--- config.mk ---
export PLATFORM = sky130hd
export DESIGN_NAME = press_classifier_flat
export DESIGN_NICKNAME = d
export VERILOG_FILES = /design/src/rtl/press_if.sv /design/src/rtl/press_classifier.sv /design/src/flat_wrapper.sv
export SDC_FILE = /design/constraint.sdc
export NUM_CORES = 1
export LEC_CHECK = 0
export ABC_AREA = 0
export BUFFER_PORTS_ARGS = -buffer_cell sky130_fd_sc_hd__buf_2
export CAP_MARGIN = 15
export CORE_MARGIN = 2
export CORE_UTILIZATION = 46
export CTS_CLUSTER_DIAMETER = 30
export DETAILED_ROUTE_END_ITERATION = 6
export GPL_TIMING_DRIVEN = 0
export PLACE_DENSITY_LB_ADDON = 0.2
export SETUP_SLACK_MARGIN = 0.05
export SLEW_MARGIN = 10
export SYNTH_ARGS = -nofsm -noshare
export SYNTH_HDL_FRONTEND = slang
export SYNTH_SLANG_ARGS = --single-unit
export TNS_END_PERCENT = 5
--- constraint.sdc ---
create_clock -name clk -period 3.5 [get_ports clk]
set_clock_uncertainty 0.1 [all_clocks]
set_input_delay 0.35 -clock clk [delete_from_list [all_inputs] [get_ports clk]]
set_output_delay 0.35 -clock clk [all_outputs]
set_load 0.1 [all_outputs]
--- src/rtl/press_if.sv ---
// Gesture bundle between the debounced button level and the game control logic.
// master drives the button level and receives events; slave is the classifier side.
interface press_if;
  logic clean;
  logic tap;
  logic dtap;
  logic hold;
  logic rpt;
  logic busy;

  modport master (output clean, input tap, dtap, hold, rpt, busy);
  modport slave  (input clean, output tap, dtap, hold, rpt, busy);
endinterface

--- src/rtl/press_classifier.sv ---
// Turns the debounced button level into single-cycle tap / double-tap / hold / repeat pulses.
// Define PRESS_AUTOREPEAT_EN to enable periodic rpt pulses while a long hold continues.
module press_classifier #(
  parameter int CW            = 4,
  parameter int LONG_CYCLES   = 8,
  parameter int GAP_CYCLES    = 4,
  parameter int REPEAT_CYCLES = 3
) (
  input  logic   clk,
  input  logic   rst,
  press_if.slave bus
);

  typedef enum logic [2:0] {IDLE, PRESS1, WAIT2, PRESS2, LONG} state_t;

  localparam logic [CW-1:0] LONG_LAST = CW'(LONG_CYCLES - 1);
  localparam logic [CW-1:0] GAP_LAST  = CW'(GAP_CYCLES - 1);

  // Reject configurations where the counter could wrap before its compare fires.
  if (LONG_CYCLES < 2 || GAP_CYCLES < 2 || REPEAT_CYCLES < 2 ||
      LONG_CYCLES > (1 << CW) || GAP_CYCLES > (1 << CW) ||
      REPEAT_CYCLES > (1 << CW)) begin : g_bad_params
    $error("press_classifier: cycle parameters out of range for CW");
  end

  state_t        state_p1, state_p0;
  logic [CW-1:0] cnt_p1, cnt_p0;
  logic          tap_p1, dtap_p1, hold_p1, rpt_p1, busy_p1;
  logic          tap_p0, dtap_p0, hold_p0, rpt_p0;

  always_comb begin
    state_p0 = state_p1;
    cnt_p0   = cnt_p1;
    tap_p0   = 1'b0;
    dtap_p0  = 1'b0;
    hold_p0  = 1'b0;
    rpt_p0   = 1'b0;
    case (state_p1)
      IDLE: begin
        cnt_p0 = '0;
        if (bus.clean) state_p0 = PRESS1;
      end
      PRESS1: begin
        if (!bus.clean) begin
          state_p0 = WAIT2;
          cnt_p0   = '0;
        end else if (cnt_p1 == LONG_LAST) begin
          state_p0 = LONG;
          hold_p0  = 1'b1;
          cnt_p0   = '0;
        end else begin
          cnt_p0 = cnt_p1 + 1'b1;
        end
      end
      WAIT2: begin
        // A rise on the expiry edge is still a double tap.
        if (bus.clean) begin
          state_p0 = PRESS2;
          dtap_p0  = 1'b1;
          cnt_p0   = '0;
        end else if (cnt_p1 == GAP_LAST) begin
          state_p0 = IDLE;
          tap_p0   = 1'b1;
        end else begin
          cnt_p0 = cnt_p1 + 1'b1;
        end
      end
      PRESS2: begin
        if (!bus.clean) state_p0 = IDLE;
      end
      LONG: begin
        if (!bus.clean) begin
          state_p0 = IDLE;
        end else begin
`ifdef PRESS_AUTOREPEAT_EN
          if (cnt_p1 == CW'(REPEAT_CYCLES - 1)) begin
            rpt_p0 = 1'b1;
            cnt_p0 = '0;
          end else begin
            cnt_p0 = cnt_p1 + 1'b1;
          end
`else
          cnt_p0 = '0;
`endif
        end
      end
      default: begin
        state_p0 = IDLE;
        cnt_p0   = '0;
      end
    endcase
  end

  // Registered state, counter and event pulses
  always_ff @(posedge clk or posedge rst) begin
    if (rst) begin
      state_p1 <= IDLE;
      cnt_p1   <= '0;
      tap_p1   <= 1'b0;
      dtap_p1  <= 1'b0;
      hold_p1  <= 1'b0;
      rpt_p1   <= 1'b0;
      busy_p1  <= 1'b0;
    end else begin
      state_p1 <= state_p0;
      cnt_p1   <= cnt_p0;
      tap_p1   <= tap_p0;
      dtap_p1  <= dtap_p0;
      hold_p1  <= hold_p0;
      rpt_p1   <= rpt_p0;
      busy_p1  <= (state_p0 != IDLE);
    end
  end

  assign bus.tap  = tap_p1;
  assign bus.dtap = dtap_p1;
  assign bus.hold = hold_p1;
  assign bus.rpt  = rpt_p1;
  assign bus.busy = busy_p1;

endmodule

--- src/flat_wrapper.sv ---
// flat-port wrapper written by rule: the top's interface ports become plain ports
module press_classifier_flat 
#(
  parameter int CW            = 4,
  parameter int LONG_CYCLES   = 8,
  parameter int GAP_CYCLES    = 4,
  parameter int REPEAT_CYCLES = 3
)
  (clk, rst, bus_clean, bus_tap, bus_dtap, bus_hold, bus_rpt, bus_busy);
  press_if bus_i ();
  input  logic clk;
  input  logic rst;
  input wire logic [$bits(bus_i.clean)-1:0] bus_clean;
  output wire logic [$bits(bus_i.tap)-1:0] bus_tap;
  output wire logic [$bits(bus_i.dtap)-1:0] bus_dtap;
  output wire logic [$bits(bus_i.hold)-1:0] bus_hold;
  output wire logic [$bits(bus_i.rpt)-1:0] bus_rpt;
  output wire logic [$bits(bus_i.busy)-1:0] bus_busy;
  assign bus_i.clean = bus_clean;
  assign bus_tap = bus_i.tap;
  assign bus_dtap = bus_i.dtap;
  assign bus_hold = bus_i.hold;
  assign bus_rpt = bus_i.rpt;
  assign bus_busy = bus_i.busy;
  press_classifier #(.CW(CW), .LONG_CYCLES(LONG_CYCLES), .GAP_CYCLES(GAP_CYCLES), .REPEAT_CYCLES(REPEAT_CYCLES)) u_core (.clk(clk), .rst(rst), .bus(bus_i));
endmodule
Yosys cells after proc, flatten, opt, wreduce, memory -nomap -nowiden
Index checks and enable logic that the tools add are counted.
Word-level totals
  bits in registers: 11
  input port bits: 3
  output and inout bits: 5
  word-level logic and storage cells: 41
Cells by class
  add/subtract/negate cells: 1
  equality and inequality tests: 8
  multiplexer cells: 21
  bitwise logic cells: 1
  reduce and logical (&&, ||, !) cells: 4
Operators by type and width (number)
  two-way mux 4 bit: 5
  two-way mux 3 bit: 6
  case mux 4 bit (4 select lines): 1
  case mux 3 bit (4 select lines): 1
  two-way mux 1 bit: 8
  == test 3 x 2 -> 1 bit, second input constant: 2
  adder 4 x 1 -> 4 bit, second input constant: 1
  == test 4 x 2 -> 1 bit, second input constant: 1
  == test 4 x 3 -> 1 bit, second input constant: 1
  == test 3 x 1 -> 1 bit, second input constant: 1
  == test 3 bit, second input constant: 1
  logical NOT 3 bit: 1
  != test 3 bit, second input constant: 1
  AND reduction 3 bit: 1
  nonzero test 3 bit: 1
  != test 2 bit, second input constant: 1
  OR reduction 2 bit: 1
  NOT 1 bit: 1

Logic depth before layout (Yosys ltp)
  depth after elaboration: 5
  mapped depth: 5
  gate-level depth less buffers: 5

Worst setup path after synthesis
No wires, ideal clock.
  path type: flip-flop to flip-flop
  start point: register u_core.cnt_p1[0]
  end point: register u_core.cnt_p1[2]
  setup time: 124 ps
  data arrival time: 1553 ps
  data required time: 3276 ps
  setup slack: 1723 ps
  stages on the path, launching flop included: 6
  buffers on the path: 0
  clock period less this slack: 1777 ps
  cells stage by stage: dfrtp_1 -> ha_1 -> or3b_4 -> o311ai_4 -> a2111oi_1 -> a211o_1
On the way
  longest elaborated chain between the ends: 4
  elaborated cells on any way between the ends: 10
  those cells by class: 1 x add/sub; 3 x eq/ne; 5 x mux; 1 x reduce/logical
Ends and longest elaborated chain
  from (decl): RTL line press_classifier.sv:27  | logic [CW-1:0] cnt_p1, cnt_p0;
  from (signal assigned): RTL line press_classifier.sv:106  | cnt_p1 <= cnt_p0;
  adder 4 x 1 -> 4 bit / == test 4 x 3 -> 1 bit (equally long branches): RTL line press_classifier.sv:52, press_classifier.sv:65, press_classifier.sv:47
  two-way mux 4 bit (on tied branches): RTL line press_classifier.sv:61, press_classifier.sv:47
  two-way mux 4 bit (on tied branches): RTL line press_classifier.sv:57, press_classifier.sv:44
  case mux 4 bit (4 select lines): RTL line press_classifier.sv:38  | case (state_p1)
Several ways; a longest one is shown, not always the timed one. The select of a mux whose other input is x is not followed.
A chain may end at the register's enable or synchronous reset.

Worst setup path after layout
Same ends and word-level chain as after synthesis.

==> impl_metrics.toml <==
[run_status]
status = "complete, no violations"

[setup_path]
crit_path_top_delay_cell = "or3b_4"
rr_worst_depth = 5
worst-setup-path-type = "flip-flop to flip-flop"
cpPeakStageDelay_ns = 0.44
rr_startpoint = "u_core.cnt_p1[0]"
crit_required_ns = 3.56
crit_path_start_kind = "flip-flop"
crit_path_end_kind = "flip-flop"
crit_chain = "ha_1 > or3b_4 > o311ai_4 > a2111oi_1 > a211o_1"
arrival_ns = 1.95
r2r_end = "u_core.cnt_p1[2]"
r2r_slack_ns = 1.61
crit_fanout = 5

[layout]
nets = 78
layout-drive-gt1-share_pct = 24.7
stdcell_count = 88
nFillCells = 114
multi_input_area_um2 = 309
synthToLayoutAreaGrowth_pct = 13.7
antenna_cells = 0
seqCellArea_um2 = 275
stdcell_area_um2 = 708
fin_util_pct = 55.1

[hold_path]
hp-class = "input pin to flip-flop"
min_from = "bus_clean"
hold_depth = 3
holdPathEnd = "u_core.bus.tap"

[grt]
grt_pass1_vias = 465
grt_max_degree = 12
met2_usage_pct = 25.8
use_met3_pct = 3.26
gr-total-overflow = 0
grt_pass1_wl_mm = 2.01
gr-usage-all-layers_pct = 18.8
grt_use_met1_pct = 26.5
grt-busiest-layer = "met1"
antenna_found_initial = 0

[routing]
vias = 478
wl_mm = 1.12
initialDrtViolationCount = 23
viasPerCell = 5.43
drt-pass1-iter-count = 4
drc = 0
ant_nets = 0
routedWlPerCell_um = 12.7

[clock_network]
cts_buffers = 3
clock_latency_ns = 0.27
clk_path_buf_depth = 2
cts_sinks = 11
clkTransAtPathRegs_ns = 0.07
root_buffer = "clkbuf_4"
htree_levels = 1
ctsResizeCount = 0
cts_tree = "yes"

[logic_synthesis]
synth_top_area_share_pct = 44.2
ys_types = 30
synth_top_area_cell = "dfrtp_1"
ys.warnings.count = 0
synth_edf_count = 0
avgSynthCellArea_um2 = 10.0
yosysMostFrequentCell = "dfrtp_1"
synth-seq-cells = 11
syn-num-nets = 66
synth.yosys.seq_area_share_pct = 44.2
async_flop_share_pct = 100
synth_ff_type = "dfrtp_1"
synth_commonest_cells = "dfrtp_1 (11), nor2_1 (5), a21oi_1 (4), nand2b_1 (4)"
netlist_area_um2 = 623
syn_inst = 62
synth_area_leaders = "dfrtp_1 (44%), o311ai_4 (4.2%), nand2b_1 (4.0%), buf_4 (3.6%), nand3b_1 (3.6%)"

[die]
ios = 8
placementRows = 13
initial_core_util_pct = 48.5
die-height_um = 40.8
die_area_um2 = 1670
die_width_um = 40.8
core_um2 = 1280

[placement]
place.gp.congestion = 0.815
hpwlAfterDp_um = 775
dp_slack_ns = 1.62
numPortBuffers = 6
placed_area_um2 = 672
dp_cells = 83

[timing]
max_freq_ghz = 0.530
finalSetupViolCount = 0
fin_ws_ns = 1.61
post-route-period-util_pct = 53.9
hold_viol = 0
post-route-min-period_ns = 1.89
setup_tns_ns = 0
maxSlewViolCount = 0
rsz0062_at_grt = "false"
hold_ws_ns = 0.370

[power]
power.density_nw_per_um2 = 444
p_leak_nw = 0.334
finalPower_uw = 314
worst_ir_drop_vdd_mv = 0.253

[flow_run]
max_cap_viol_count = 0
per-layer routing:
metal	vias up	share of wire, %
li1	250	-
met1	215	50
met2	8	44
met3	5	2.8
met4	0	3.2
met5	-	0
how the worst max path moves through the flow:
stage / start / to / slack, ns / cells after the start
CTS: u_core.cnt_p1[0] / u_core.cnt_p1[2] / 1.61 / 5
global placement: u_core.cnt_p1[0] / u_core.cnt_p1[2] / 1.61 / 5
floorplan: u_core.cnt_p1[0] / u_core.cnt_p1[2] / 1.72 / 5
finish: u_core.cnt_p1[0] / u_core.cnt_p1[2] / 1.61 / 5
detailed placement: u_core.cnt_p1[0] / u_core.cnt_p1[2] / 1.62 / 5
global route: u_core.cnt_p1[0] / u_core.cnt_p1[2] / 1.49 / 5
layout by cell type, fill, tap and decap left out, types with 2 or more instances in the layout:
master    instances
nand3_1           2
nor2_1            5
nor3_1            2
nor4_1            2
buf_2             7
dfrtp_1          11
nand2_1           2
a31oi_1           2
inv_1             3
nand3b_1          3
a21oi_1           4
clkbuf_4          3
buf_4             3
nor3b_1           2
nand2b_1          4
power breakdown:
| group | internal (mW) | total, mW | switching [mW] | leakage, nW |
|---|---|---|---|---|
| Combinational | 0.0266 | 0.0814 | 0.0548 | 0.175 |
| Clock | 0.0442 | 0.0876 | 0.0434 | 0.0150 |
| Sequential | 0.137 | 0.145 | 0.00810 | 0.144 |
cells by family (layout without fill, tap and decap cells):
logic type      Yosys count  count (layout)  synth area share, %
compound gates           13              13                 17.3
simple gates             27              27                 26.5
flops                    11              11                 44.2
fa+ha+maj                 1               1                 2.01
xor+xnor                  1               1                 1.41
other cells               1               1                0.602
buf+inv                   7              18                 6.22
mux                       1               1                 1.81
sequential cells by signal, indices dropped and copies added (netlist names):
signal and flops:
u_core.cnt_p1 4, u_core.bus.hold 1, u_core.bus.dtap 1, u_core.state_p1 3
u_core.bus.busy 1, u_core.bus.tap 1
area by class of cell:
cell class | count | share of cell area (%)
Buffer | 4 | 3.89
Clock buffer | 4 | 3.71
Inverter | 3 | 1.59
Multi-Input combinational cell | 44 | 43.6
Sequential cell | 11 | 38.9
Tap cell | 15 | 2.65
Timing Repair Buffer | 7 | 5.65
critical path, delay by kind of cell (launching register included):
kind | cells | cell delay (ns)
AOI/OAI and AO/OA | 3 | 0.65
and+or+nand+nor | 1 | 0.44
DFF | 1 | 0.38
adders and majority gates | 1 | 0.21
what timing repair did:
action / 4_1_cts / 5_1_grt
hold endpoints to repair: 11 / 0
hold buffers: 1 / 0
buffers inserted: 0 / 0
(Power assumes the default switching activity.)
